`config.mk`:
```
export PLATFORM = sky130hd
export DESIGN_NAME = fetch_ctrl
export DESIGN_NICKNAME = d
export VERILOG_FILES = /design/src/rtl/fetch_ctrl.sv
export SDC_FILE = /design/constraint.sdc
export NUM_CORES = 1
export LEC_CHECK = 0
export CORE_AREA = 2 2 120 122
export DETAILED_ROUTE_END_ITERATION = 8
export DIE_AREA = 0 0 122 124
export PLACE_DENSITY_LB_ADDON = 0.1
export SYNTH_ARGS = -nofsm -noshare
export SYNTH_HDL_FRONTEND = slang
export SYNTH_SLANG_ARGS = --single-unit
```
`constraint.sdc`:
```
create_clock -name clk -period 1.65 [get_ports clk]
set_clock_uncertainty 0.05 [all_clocks]
set_input_delay 0.33 -clock clk [delete_from_list [all_inputs] [get_ports clk]]
set_output_delay 0.33 -clock clk [all_outputs]
set_load 0.02 [all_outputs]
```
`src/rtl/fetch_ctrl.sv`:
```
// fetch_ctrl: sequences PC advance, instruction-memory requests and decode hand-off,
// with branch redirects, halt and request timeout.
module fetch_ctrl #(
  parameter int PC_WIDTH = 32,
  parameter int TO_LIMIT = 255
) (
  input  logic                clk,
  input  logic                rst_n,
  input  logic                start,
  input  logic                halt,
  input  logic [PC_WIDTH-1:0] pc,
  output logic                pc_go,
  output logic                pc_sel,
  output logic [PC_WIDTH-1:0] pc_branch,
  output logic                imem_req,
  output logic [PC_WIDTH-1:0] imem_addr,
  input  logic                imem_ack,
  input  logic [31:0]         imem_rdata,
  output logic                instr_valid,
  output logic [31:0]         instr,
  output logic [PC_WIDTH-1:0] instr_pc,
  input  logic                instr_ready,
  input  logic                branch_taken,
  input  logic [PC_WIDTH-1:0] branch_target,
  output logic                busy,
  output logic                timeout_err
);
  localparam int CW = $clog2(TO_LIMIT + 1);
  typedef enum logic [1:0] {IDLE, FETCH, DELIVER} state_t;
  state_t state;
  logic redir_pend, halt_pend, gap;
  logic [PC_WIDTH-1:0] redir_tgt;
  logic [CW-1:0] to_cnt;
  logic fire, redirect, expired;
  assign busy = state != IDLE;
  // gap is the one idle cycle after a redirected ack while the PC loads the target
  assign imem_req = state == FETCH && !gap;
  assign imem_addr = imem_req ? pc : '0;
  assign instr_valid = state == DELIVER;
  assign fire = imem_req && imem_ack;
  assign redirect = redir_pend || branch_taken;
  assign expired = imem_req && !imem_ack && to_cnt == CW'(TO_LIMIT - 1);
  assign pc_go = fire || (instr_valid && branch_taken);
  assign pc_sel = pc_go && redirect;
  assign pc_branch = (busy && branch_taken) ? branch_target : redir_tgt;
  always_ff @(posedge clk or negedge rst_n)
    if (!rst_n) begin
      state <= IDLE;
      instr <= '0;
      instr_pc <= '0;
      redir_pend <= 1'b0;
      redir_tgt <= '0;
      halt_pend <= 1'b0;
      gap <= 1'b0;
      to_cnt <= '0;
      timeout_err <= 1'b0;
    end else begin
      gap <= 1'b0;
      case (state)
        IDLE: if (start) begin
          state <= FETCH;
          timeout_err <= 1'b0;
          halt_pend <= 1'b0;
        end
        FETCH: begin
          if (halt) halt_pend <= 1'b1;
          if (fire) begin
            to_cnt <= '0;
            if (redirect) begin
              redir_pend <= 1'b0;
              gap <= 1'b1;
            end else begin
              instr <= imem_rdata;
              instr_pc <= pc;
              state <= DELIVER;
            end
          end else begin
            if (branch_taken) begin
              redir_pend <= 1'b1;
              redir_tgt <= branch_target;
            end
            if (imem_req) to_cnt <= to_cnt + 1'b1;
            if (expired) begin
              timeout_err <= 1'b1;
              redir_pend <= 1'b0;
              to_cnt <= '0;
              state <= IDLE;
            end
          end
        end
        DELIVER: begin
          if (halt) halt_pend <= 1'b1;
          if (branch_taken || instr_ready) begin
            state <= halt_pend ? IDLE : FETCH;
            redir_pend <= 1'b0;
          end
        end
        default: state <= IDLE;
      endcase
    end
endmodule
```
=== Yosys cells after proc, flatten, opt, wreduce, memory -nomap -nowiden ===
Index checks and enable logic that the tools add are counted.

* Output and inout bits: 134
* Word-level logic and storage cells: 77
* Input bits: 103
* Bits in registers: 110

* Muxes and demuxes: 27
* Equal/unequal tests: 12
* Reductions and logical operators: 26
* Add/sub/neg operators: 1
* Bitwise logic cells: 2

{| class="wikitable"
|+ Operator list
! kind !! count
|-
| $mux 32 || 2
|-
| $mux 8 || 3
|-
| $mux 1 || 13
|-
| $reduce_and 4->1 || 3
|-
| $mux 2 || 5
|-
| $ne 3x3->1 const B || 3
|-
| $reduce_and 3->1 || 3
|-
| $add 8x1->8 const B || 1
|-
| $eq 8x8->1 const B || 1
|-
| $reduce_bool 2->1 || 4
|-
| $logic_and 1x1->1 || 7
|-
| $ne 2x2->1 const B || 3
|-
| $pmux 1 s2 || 3
|-
| $pmux 2 s3 || 1
|-
| $ne 2x1->1 const B || 2
|-
| $ne 4x4->1 const B || 1
|-
| $logic_or 1x1->1 || 3
|-
| $reduce_bool 3->1 || 1
|-
| $eq 2x1->1 const B || 1
|-
| $eq 2x2->1 const B || 1
|-
| $logic_not 1->1 || 2
|-
| $logic_not 2->1 || 1
|-
| $not 1->1 || 2
|-
| $reduce_and 2->1 || 1
|-
| $reduce_or 2->1 || 1
|}

=== Longest topological paths before layout ===
* Depth after elaboration: 7
* Depth in mapped cells: 7
* Depth with buffers taken out: 7

=== Worst setup path before layout ===
Ideal clock, no wire load.

* Path kind: reg2out
* Start: register state[1]
* End: output port imem_addr[24]
* Required time: 1270 ps
* Arrival time: 1703 ps
* Path slack: -433 ps
* Cell stages (with the launch flop): 8
* Path buffers: 2
* Path through: dfrtp_1 -> inv_1 -> ha_1 -> nand2b_1 -> inv_2 -> buf_2 -> clkbuf_1 -> and2_1

* Longest elaborated chain between the ends: 3

{| class="wikitable"
|+ Ends and longest elaborated chain
! item !! line !! source
|-
| start: declaration || 30 || <nowiki>state_t state;</nowiki>
|-
| start signal: assignment || 94 || <nowiki>state <= halt_pend ? IDLE : FETCH;</nowiki>
|-
| $eq 2x1->1 || 37 || <nowiki>assign imem_req = state == FETCH && !gap;</nowiki>
|-
| $logic_and 1x1->1 || 37 ||
|-
| named net imem_req || 15 || <nowiki>output logic imem_req,</nowiki>
|-
| $mux 32 || 38 || <nowiki>assign imem_addr = imem_req ? pc : '0;</nowiki>
|-
| end: declaration || 16 || <nowiki>output logic [PC_WIDTH-1:0] imem_addr,</nowiki>
|}

The timed path passes the listed nets, and every way through them passes these cells.

=== Worst setup path after layout ===
* Start: register state[1]
* End: output port pc_sel

* Longest elaborated chain between the ends: 5
* Elaborated cells between the ends (all ways): 7
* Classes of those cells: eq/ne: 2; reduce/logical: 5

{| class="wikitable"
|+ Ends and longest elaborated chain
! item !! line !! source
|-
| $eq 2x1->1 || 37 ||
|-
| $logic_and 1x1->1 || 37 ||
|-
| $logic_and 1x1->1 || 40 || <nowiki>assign fire = imem_req && imem_ack;</nowiki>
|-
| $logic_or 1x1->1 * || 43 || <nowiki>assign pc_go = fire || (instr_valid && branch_taken);</nowiki>
|-
| $logic_and 1x1->1 * || 44 || <nowiki>assign pc_sel = pc_go && redirect;</nowiki>
|-
| end: declaration || 13 || <nowiki>output logic pc_sel,</nowiki>
|}

Every way passes the cells marked *; elsewhere a longest branch is shown, timed or not.

==> key figures <==
Run status
  – Run status: finished, violations left
  – Violations in the final reports: negative setup slack

STA
  – Pin slew with the least headroom to its limit: 452 ps
  – Fin crit period: 2190 ps
  – Fin. Hold Viols: 0
  – Count of pins over their slew limit: 0
  – Slew headroom: 69.9%
  – Final Setup Violations: 170
  – Final Worst Setup Slack: -544 ps
  – Fmax: 456 MHz
  – RSZ-0062 raised after global routing: yes
  – Fin crit share: 133%
  – Final worst hold slack: 459 ps

Worst hold path
  – Destination of the worst hold path: instr[15]$_DFFE_PN0P_
  – Hold/Removal Path Class: register to register
  – Hold Crit Start: instr[15]$_DFFE_PN0P_
  – Hold Path Depth: 1

Run
  – Max-cap check violation count: 0

Place
  – Port bufs: 236
  – Post-DP HPWL: 10700 um
  – Placed inst area: 0.00840 mm2
  – # placed instances: 843
  – Final GP Congestion: 0.814

Cells and area
  – Design area: 0.00990 mm2
  – Utilization after layout: 72.1%
  – Share of final-layout standard cells stronger than drive strength 1: 54.4%
  – Number of nets in the finished design: 826
  – # diodes: 0
  – Relative area change from synthesis to final layout: 97.5%
  – Number of non-filler instances in the completed layout: 902

Clocking
  – Sink Count: 110
  – Clock slew seen by the registers of the worst setup and hold paths: 70 ps
  – Number of levels the H-tree was split into: 3
  – TritonCTS clock tree: built
  – Clock Tree Root: clkbuf_16
  – Num CTS Buffers: 9
  – Worst-skew pair later-pin latency: 360 ps
  – Longest Clk Path Bufs: 2

Setup path
  – Data arrival time of the critical path: 1810 ps
  – Number of buffer and inverter instances along the worst setup path: 3
  – Critical Path Sink Type: primary output
  – CP top delay family: simple AND/OR/NAND/NOR gates
  – Startpoint of the most critical register-to-register path: state[1]$_DFFE_PN0P_
  – Worst reg2reg path endpoint: instr_pc[8]$_DFFE_PN0P_
  – Data required time of the worst path: 1270 ps
  – Most frequent cell on the critical path: buf_6
  – Startpoint type of the worst setup path: register
  – R2R Setup Slk: -460 ps
  – Category of the most critical setup path: register to primary output
  – Longest individual stage delay on the worst path: 390 ps
  – Series of cell instances along the critical path: inv_2 -> ha_4 -> nand2b_4 -> buf_6 -> or3_4 -> nand2_2 -> buf_6
  – Critical Path Slowest Stage Cell: dfrtp_1
  – Highest net fanout along the worst path: 2
  – Cell count of the worst reg-to-reg path: 11

Routing
  – Aggregate routed wire length: 17100 um
  – Post-route ant nets: 0
  – Number of vias in the routed layout: 4362
  – DR DRC count: 0
  – Drt first pass iters: 4
  – Detailed-route vias per instance: 4.84
  – Iteration-0 DRC count of the detailed router: 124
  – Wire per inst: 18.9 um

Synthesis
  – Simple-gate share of the synthesized area: 7.96%
  – Part of the Yosys area used for sequential elements: 54.9%
  – Portion of netlist area occupied by mux cells: 29.8%
  – Distinct cell type count of the synthesized netlist: 37
  – Fraction of the mapped netlist area in compound gates: 3.42%
  – Gate count of the mapped netlist: 371
  – Cell area after technology mapping: 0.00501 mm2
  – Mean Syn Cell Area: 13.5 um2
  – Count of warnings emitted by yosys: 0
  – Largest family of logic cells by synthesized area: multiplexers
  – Adder-Cell Fraction of Synth Area: 1.50%
  – Total of flip-flops plus latches after synthesis: 110
  – Area share of xor/xnor cells in the synthesized design: 0%
  – Net count of the mapped netlist: 480

Global route
  – GRT Resource Usage Total: 21.8%
  – First-pass GRT wire length: 25000 um
  – Via count of the first global-routing pass: 4660
  – Global route total overflow: 0
  – Maximum number of pins on one net before global-route repair: 83
  – Initial antenna violation count: 0

Power and ir drop
  – Power density of the placed cells: 1960 mW/mm2
  – Static Leakage: 5.04 nW
  – Max IR drop VDD: 1040 uV

Floorplanning
  – Core outline area: 0.0137 mm2
  – Vertical extent of the die: 124 um
  – Die area: 0.0151 mm2
  – Row count: 43
  – I/O pin cnt: 237
  – DIE WIDTH: 122 um
  – Effective utilization at floorplan: 36.5%
metal layers:
layer / vias to the layer above / track usage (%) / routed length (um)
met4: 0 / 9.34 / 454
met2: 182 / 37.7 / 8650
li1: 2003 / - / -
met5: - / 0 / 0
met3: 31 / 5.59 / 1220
met1: 2146 / 25.6 / 6730
flip-flops by register name, summed over array words and instances, names as in the netlist:
name / flops
redir_pend: 1
redir_tgt: 32
instr_pc: 32
timeout_err: 1
halt_pend: 1
gap: 1
state: 2
instr: 32
to_cnt: 8
per-stage QoR:
stage / total power, mW / setup TNS [ps] / worst slack (ps)
6_report: 19.4 / -55020 / -544
5_1_grt: 20.4 / -63430 / -590
4_1_cts: 18.2 / -56440 / -578
3_5_place_dp: 14.6 / -80070 / -804
3_3_place_gp: 14.4 / -77310 / -785
2_1_floorplan: 10.0 / -950 / -30.8
how the worst max path moves through the flow:
stage | start | end | slack, ps | cells past startpoint
3_3_place_gp | branch_taken | pc_sel | -780 | 5
5_1_grt | state[1]$_DFFE_PN0P_ | pc_sel | -590 | 7
3_5_place_dp | branch_taken | pc_sel | -800 | 5
4_1_cts | state[1]$_DFFE_PN0P_ | pc_sel | -580 | 7
6_report | state[1]$_DFFE_PN0P_ | pc_sel | -540 | 7
2_1_floorplan | state[0]$_DFFE_PN0P_ | pc_branch[10] | -30 | 6
cells in the final DEF (no fill, tap or decap), drive strengths merged:
cell type,synthesis,routed
clkinv,0,4
a21o,2,2
and2,32,32
nand3,4,4
nand3b,1,1
buf,13,184
nor3b,1,1
o211ai,3,3
clkbuf,4,11
o31ai,1,1
dlygate4sd2,0,66
nor2b,1,1
a21oi,9,9
ha,6,6
nor4,2,2
o21ai,8,8
dfrtp,110,110
o21a,1,1
mux2i,4,4
nand2,11,11
or4,1,1
dlygate4sd3,0,1
mux2,129,129
o2bb2ai,1,1
a31oi,1,1
dlymetal6s2s,0,1
nor3,3,3
nand2b,3,3
bufinv,0,1
inv,9,10
nor2,5,5
and3,1,1
clkdlybuf4s50,0,99
or3,1,1
nand4,2,2
a22o,1,1
or2,1,1
timing repair:
item / 4_1_cts / 5_1_grt
endpoints found under the hold margin: 109 / 0
buffers inserted: 20 / 19
hold buffers: 1 / 0
pin swaps: 9 / 15
endpoints found under the setup margin: 211 / 175
gates cloned: 15 / 1
gates resized for setup: 528 / 132
layout make-up:
type / instances / area [um2]
inverters: 9 / 51.3
repair buffers: 352 / 3680
multi-input cells: 235 / 2890
fillers: 955 / 3820
well taps: 180 / 225
flip-flops and latches: 110 / 2750
clock inverters: 6 / 70.1
clock buffers: 10 / 229
Yosys cell counts:
cell,count,share of area (%)
dfrtp_1,110,55
mux2_2,67,15
mux2_1,62,14
and2_1,32,4.0
nand2_1,11,0.82
buf_2,10,1.0
a21oi_1,9,0.90
inv_1,7,0.52
o21ai_0,7,0.70
ha_1,6,1.5
nor2_1,5,0.37
clkbuf_1,4,0.30
mux2i_1,4,0.80
buf_4,3,0.45
nand2b_1,3,0.37
nand3_1,3,0.30
nor3_1,3,0.30
a21o_1,2,0.30
inv_2,2,0.15
nand4_1,2,0.25
nor4_1,2,0.25
o211ai_2,2,0.50
a22o_1,1,0.17
a31oi_1,1,0.12
and3_1,1,0.12
nand3_4,1,0.35
nand3b_1,1,0.15
nor2b_1,1,0.12
nor3b_1,1,0.15
o211ai_1,1,0.15
o21a_1,1,0.15
o21ai_1,1,0.10
o2bb2ai_1,1,0.17
o31ai_1,1,0.15
or2_2,1,0.12
or3_1,1,0.12
or4_1,1,0.15
kinds of logic (layout without fill, tap and decap cells):
kind of cell | after synthesis | count (layout)
fa+ha+maj | 6 | 6
simple gates | 69 | 69
buf+inv | 26 | 377
mux | 133 | 133
flops | 110 | 110
compound gates | 27 | 27
report_power, final:
part           leakage, nW  internal, mW  switching, mW
combinational         3.56          7.07           5.29
clock                0.147          1.19           1.02
sequential            1.33          4.02          0.821
No activity file was read; power rests on OpenSTA's default activity.
